`config.mk`:
```
export PLATFORM = sky130hd
export DESIGN_NAME = fifo_param
export DESIGN_NICKNAME = d
export VERILOG_FILES = /design/src/rtl/fifo_param.sv
export SDC_FILE = /design/constraint.sdc
export NUM_CORES = 1
export LEC_CHECK = 0
export ABC_AREA = 1
export CORE_ASPECT_RATIO = 0.5
export CORE_MARGIN = 10
export CORE_UTILIZATION = 54
export DETAILED_ROUTE_END_ITERATION = 6
export PLACE_DENSITY_LB_ADDON = 0.2
export SYNTH_ARGS = -nofsm -noshare
export SYNTH_HDL_FRONTEND = slang
export SYNTH_SLANG_ARGS = --single-unit
```
`constraint.sdc`:
```
create_clock -name clk -period 2.1 [get_ports clk]
set_clock_uncertainty 0.1 [all_clocks]
set_input_delay 0.63 -clock clk [delete_from_list [all_inputs] [get_ports clk]]
set_output_delay 0.63 -clock clk [all_outputs]
set_load 0.1 [all_outputs]
```
`src/rtl/fifo_param.sv`:
```
// fifo_param: parametrised single-clock FIFO with occupancy count, programmable
// almost-full/almost-empty thresholds, sticky overflow/underflow errors and an
// optional first-word-fall-through read port.
module fifo_param #(
  parameter int WIDTH    = 8,
  parameter int DEPTH    = 16,
  parameter int AF_LEVEL = 14,
  parameter int AE_LEVEL = 2,
  parameter int FWFT     = 0
) (
  input  logic                       clk,
  input  logic                       rst,
  input  logic                       wr,
  input  logic [WIDTH-1:0]           din,
  input  logic                       rd,
  output logic [WIDTH-1:0]           dout,
  output logic                       full,
  output logic                       empty,
  output logic                       almost_full,
  output logic                       almost_empty,
  output logic [$clog2(DEPTH+1)-1:0] cnt,
  input  logic                       err_clr,
  output logic                       overflow,
  output logic                       underflow
);

  localparam int AW = $clog2(DEPTH);
  localparam int CW = $clog2(DEPTH+1);
  localparam logic [AW-1:0] PTR_ONE = AW'(1);
  localparam logic [CW-1:0] CNT_ONE = CW'(1);
  localparam logic [CW-1:0] CNT_FULL = CW'(DEPTH);
  localparam logic [CW-1:0] CNT_AF = CW'(AF_LEVEL);
  localparam logic [CW-1:0] CNT_AE = CW'(AE_LEVEL);

  logic [WIDTH-1:0] mem [DEPTH];
  logic [AW-1:0]    wrop;
  logic [AW-1:0]    rdop;
  logic [CW-1:0]    cnt_nxt;
  logic             wr_ok;
  logic             rd_ok;

  // Accepts are judged on the registered flags, so a full FIFO still pops on
  // wr&rd and an empty FIFO still pushes on wr&rd.
  assign wr_ok = wr & ~full;
  assign rd_ok = rd & ~empty;

  // Next occupancy; flags are registered from this so they never lag cnt.
  always_comb begin
    cnt_nxt = cnt;
    case ({wr_ok, rd_ok})
      2'b10:   cnt_nxt = cnt + CNT_ONE;
      2'b01:   cnt_nxt = cnt - CNT_ONE;
      default: cnt_nxt = cnt;
    endcase
  end

  // Control state: pointers, occupancy, status flags and sticky errors.
  always_ff @(posedge clk or posedge rst) begin
    if (rst) begin
      wrop         <= '0;
      rdop         <= '0;
      cnt          <= '0;
      full         <= 1'b0;
      empty        <= 1'b1;
      almost_full  <= 1'b0;
      almost_empty <= 1'b1;
      overflow     <= 1'b0;
      underflow    <= 1'b0;
    end else begin
      if (wr_ok) wrop <= wrop + PTR_ONE;
      if (rd_ok) rdop <= rdop + PTR_ONE;
      cnt          <= cnt_nxt;
      full         <= (cnt_nxt == CNT_FULL);
      empty        <= (cnt_nxt == '0);
      almost_full  <= (cnt_nxt >= CNT_AF);
      almost_empty <= (cnt_nxt <= CNT_AE);
      // A new error in the same cycle as err_clr keeps the flag set.
      if (wr & full)   overflow <= 1'b1;
      else if (err_clr) overflow <= 1'b0;
      if (rd & empty)  underflow <= 1'b1;
      else if (err_clr) underflow <= 1'b0;
    end
  end

  // Storage array; contents are deliberately left unreset.
  always_ff @(posedge clk) begin
    if (wr_ok) mem[wrop] <= din;
  end

  generate
    if (FWFT != 0) begin : g_fwft
      // Head word is presented combinationally while the FIFO holds data.
      always_comb begin
        dout = '0;
        if (!empty) dout = mem[rdop];
      end
    end else begin : g_std
      logic [WIDTH-1:0] dout_p1;

      // ---- read stage: registered output, holds on idle or rejected reads
      always_ff @(posedge clk or posedge rst) begin
        if (rst)        dout_p1 <= '0;
        else if (rd_ok) dout_p1 <= mem[rdop];
      end

      assign dout = dout_p1;
    end
  endgenerate

endmodule
```
# After elaboration in Yosys (flattened, before gate mapping)
# Memories as Yosys holds them, arrays and structs flattened. A register that Yosys moved wholly into a read port is not among the register bits.
# Cells that the tools add are included.
dict set report totals {
  reg_bits 19
  mem_bits_rw 128
  out_inout_bits 19
  n_memories 1
}
# name words width rd rd_clocked_by_memory_dff write_ports line
set memory_table {}
lappend memory_table {mem 16 8 1 1 1 35} ;# logic [WIDTH-1:0] mem [DEPTH];
dict set report op_classes {
  n_addsub 4
  magnitude_cmp 2
  n_eq_ne 3
  n_mux 6
  bitwise 6
  n_reduce_logical 3
}
# operator n
set op_table {}
lappend op_table {{$pmux 5 s2} 1}
lappend op_table {{$add 4x1->4 const B} 2}
lappend op_table {{$add 5x1->5 const B} 1}
lappend op_table {{$eq 5x5->1 const B} 1}
lappend op_table {{$ge 5x4->1 const B} 1}
lappend op_table {{$le 5x2->1 const B} 1}
lappend op_table {{$logic_not 5->1} 1}
lappend op_table {{$mux 1} 5}
lappend op_table {{$sub 5x1->5 const B} 1}
lappend op_table {{$and 1x1->1} 4}
lappend op_table {{$reduce_bool 2->1} 2}
lappend op_table {{$eq 2x1->1 const B} 1}
lappend op_table {{$eq 2x2->1 const B} 1}
lappend op_table {{$not 1->1} 2}

# Longest topological paths before layout
dict set report depth {
  ltp_word 5
  depth_mapped 18
}

# Least setup slack after synthesis
# OpenSTA, ideal clock, no wires.
dict set report synth_path {
  path_type {reg-to-reg}
  from {reg full}
  to {reg full}
  arrival_ns 2.549
  t_required_ns 1.928
  slack_ns -0.620
  path_stages_with_launch 14
  synth_period_minus_slack_ns 2.720
  path_cell_list {dfrtp_1 > nor2_2 > inv_1 > ha_1 > buf_6 > nor2_1 > nor2_2 > ha_1 > inv_1 > o21a_1 > nand2_1 > nor2_1 > nand3_1 > nor2_1}
}
dict set report synth_via {
  elab_chain_len 5
  word_cells_on_any_way 6
  cone_classes {3 x eq/ne; 1 x mux; 2 x bitwise}
}
# element line
set synth_lines {}
lappend synth_lines {{start, declared} 17} ;# output logic full,
lappend synth_lines {{start signal, assigned} 73} ;# full <= (cnt_nxt == CNT_FULL);
lappend synth_lines {{$not 1->1 *} 44} ;# assign wr_ok = wr & ~full;
lappend synth_lines {{$and 1x1->1 *} 44}
lappend synth_lines {{$eq 2x1->1 / $eq 2x2->1 (equally long branches)} 50} ;# case ({wr_ok, rd_ok})
lappend synth_lines {{$pmux 5 s2 *} 50}
lappend synth_lines {{$eq 5x5->1 *} 73}
# Mark *: on every way between the ends. The rest lies on a longest branch, timed or not.
# A chain may end at the register's enable or synchronous reset.

# Worst setup path after layout
dict set report layout_path {
  from {reg empty}
  to {out empty}
}
# element line
set layout_lines {}
lappend layout_lines {{start, declared} 18} ;# output logic empty,
lappend layout_lines {{start signal, assigned} 74} ;# empty <= (cnt_nxt == '0);
# No word-level cell between the ends.

==> flow_summary.json <==
{
  "critPathLaunchType": "register",
  "dp.final_hpwl_um": 9750,
  "regArea_mm2": 0.00453,
  "drt_iter0_drc": 484,
  "p_leak_nw": 3.18,
  "tritoncts": "built",
  "ys_warn_count": 0,
  "power_mw": 13.0,
  "cts_buffer_depth": 2,
  "vias": 4505,
  "area_growth_pct": 24.2,
  "grt_pass1_wl_um": 23800,
  "syn_area_per_cell_um2": 11.5,
  "die_area_mm2": 0.0171,
  "fin_nets": 663,
  "clock-sinks": 155,
  "grt_pass1_vias": 4433,
  "peakVddDrop_mv": 1.44,
  "clockPowerShare_pct": 23.7,
  "p_comb_share_pct": 43.6,
  "synth_cell_types": 33,
  "maxSlewViolCount": 0,
  "finalSetupViolations": 0,
  "clock.fmax_mhz": 480,
  "rsz0062_at_grt": "yes",
  "synth_top_area_share_pct": 59.0,
  "p_int_mw": 7.57,
  "drt-wirelength-per-cell_um": 18.7,
  "status": "completed",
  "start_util_pct": 55.2,
  "io_pins": 32,
  "cap_violations": 0,
  "drc": 0,
  "switching_share_pct": 41.7,
  "ctsHoldBuffers": 0,
  "hold_violations": 0,
  "final_common_cell": "nand2_1",
  "antenna_found_initial": 0,
  "tightestPinTransition_ns": 0.608,
  "fin_cells": 820,
  "ys_seq_area_share_pct": 69.4,
  "async_reset_ff_share_pct": 17.4,
  "layout_setup_ws_ns": 0.0177,
  "p_seq_share_pct": 32.7,
  "hold_path_depth": 2,
  "arrival_ns": 1.35,
  "final_cell_area_mm2": 0.00810,
  "cp_max_fo": 3,
  "power_density_mw_per_mm2": 1600,
  "die_w_um": 175,
  "worstSkewPairLatency_ns": 0.43,
  "reg2regPathDepth": 12,
  "ant_nets": 0,
  "die_y_um": 97.7,
  "grt_overflow_total": 0,
  "most-common-layout-cells": "nand2_1 (136), edfxtp_1 (128), nor2_1 (70)",
  "dr.pass1.iters": 5,
  "dp_slack_ns": -0.637,
  "reg2reg_from": "empty",
  "endpoint_kind": "output port",
  "antenna_cells": 0,
  "maxSlewHeadroom_pct": 59.4,
  "worst_hold_slack_ns": 0.443,
  "worstHoldPathType": "reg -> reg",
  "rows": 28,
  "min_from": "dout[4]",
  "place_congestion": 0.831,
  "syn-num-nets": 589,
  "postRouteWirelength_um": 15400,
  "cts_root_buf": "clkbuf_16",
  "core_region_area_mm2": 0.0118,
  "cts.reportedPaths.clkPinSlew_ns": 0.06,
  "nFillCells": 839,
  "multi_input_area_mm2": 0.00177,
  "placed_area_mm2": 0.00741,
  "r2r-end": "full",
  "ys_ff_latch": 155,
  "synth_area_leader_cell": "edfxtp_1",
  "hold_end": "dout[4]",
  "fin_crit_ns": 2.08,
  "dp_cells": 784,
  "synthFlopType": "edfxtp_1",
  "cp.required_ns": 1.37,
  "htree_levels": 4,
  "netSwitchingPower_mw": 5.41,
  "grt_use_total_pct": 18.1,
  "drive_gt1_share_pct": 20.3,
  "fin_crit_sh_pct": 99.2,
  "port_buffers": 31,
  "synth_edf_count": 128,
  "grt_max_degree": 38,
  "crit_type": "reg -> out",
  "postSynthCellCount": 568,
  "ys_top_cells_by_area": "edfxtp_1 (59%), dfrtp_1 (9.6%), nand2_1 (8.0%), nor2_1 (4.1%), o21ai_0 (2.8%)",
  "cts_made_buffers": 17,
  "rrSetupSlack_ns": 0.07,
  "syn_area_mm2": 0.00652,
  "via_per_inst": 5.49
}
[synthesized netlist by cell type (5+ instances only)]
cell type  count
nor2_1        71
inv_1         29
dfrtp_1       25
ha_1           8
nand2_1      139
buf_4          7
buf_2          7
a21oi_1       25
edfxtp_1     128
a21boi_0       5
o21ai_1       17
buf_6          7
nand3_1       13
o22ai_1       16
xor2_1         7
o21ai_0       36
[final cells by class]
cell class,count,share of cell area [%]
Clock buffer,19,5.60
Clock inverter,13,1.78
Inverter,34,1.67
Multi-Input combinational cell,355,21.9
Sequential cell,155,55.9
Tap cell,165,2.55
Timing Repair Buffer,79,10.6
[registers in the layout, summed over array words and instances, names as in the netlist, 4 cells and up]
signal / flops
cnt: 5
mem: 128
rdop: 4
dout: 8
wrop: 4
[layer usage]
layer  GRT usage, %  vias to the layer above  wire (µm)
li1               -                     2092          -
met1           22.8                     2166       6250
met2           28.6                      220       7290
met3           5.62                       27       1580
met4           6.67                        0        242
met5              0                        -          0
[critical path, cell delays in order, from the launching register on]
cell	delay (ns)
dfstp_4	0.64
buf_4	0.12
buf_12	0.16
[metrics by stage]
step	setup TNS, ns	util (%)
after floorplan	-1.39	-
after detailed placement	-30.03	62.8
after global placement	-28.11	62.8
after global routing	-0.188	68.6
final	0	68.6
after CTS	-0.0186	68.0
[power by group through the flow]
| stage | Combinational (mW) | Sequential (mW) | Clock (mW) |
|---|---|---|---|
| 6_report | 5.66 | 4.24 | 3.07 |
| 2_1_floorplan | 2.58 | 5.32 | 0 |
| 4_1_cts | 5.49 | 4.24 | 3.09 |
| 3_3_place_gp | 5.29 | 4.28 | 0 |
| 5_1_grt | 6.12 | 4.29 | 3.21 |
| 3_5_place_dp | 5.40 | 4.29 | 0 |
[how the worst max path moves through the flow]
stage,startpoint,endpoint,slack [ns],cells past startpoint
global route,empty,full,-0.06,13
floorplan,empty,almost_full,-0.28,15
detailed placement,wr,almost_full,-0.64,16
CTS,empty,full,-0.01,9
global placement,wr,empty,-0.57,15
finish,empty,empty,0.02,2
[cells by family (layout without fill, tap and decap cells)]
| kind of cell | count (synthesis) | count (layout) | synth area share, % |
|---|---|---|---|
| buffers and inverters | 58 | 145 | 4.82 |
| flip-flops | 155 | 155 | 69.4 |
| AO/OA/AOI/OAI | 104 | 104 | 8.68 |
| XOR/XNOR | 8 | 8 | 1.08 |
| adder cells (fa/ha/maj) | 8 | 8 | 1.54 |
| AND/OR/NAND/NOR | 235 | 235 | 14.5 |
[repair_timing]
item | in CTS | in global routing
setup buffers | 1 | 3
gates resized for setup | 11 | 9
pin swaps | 6 | 13
endpoints found under the setup margin | 5 | 5
hold endpoints to repair | 0 | 0
No activity file was read; power rests on OpenSTA's default activity.
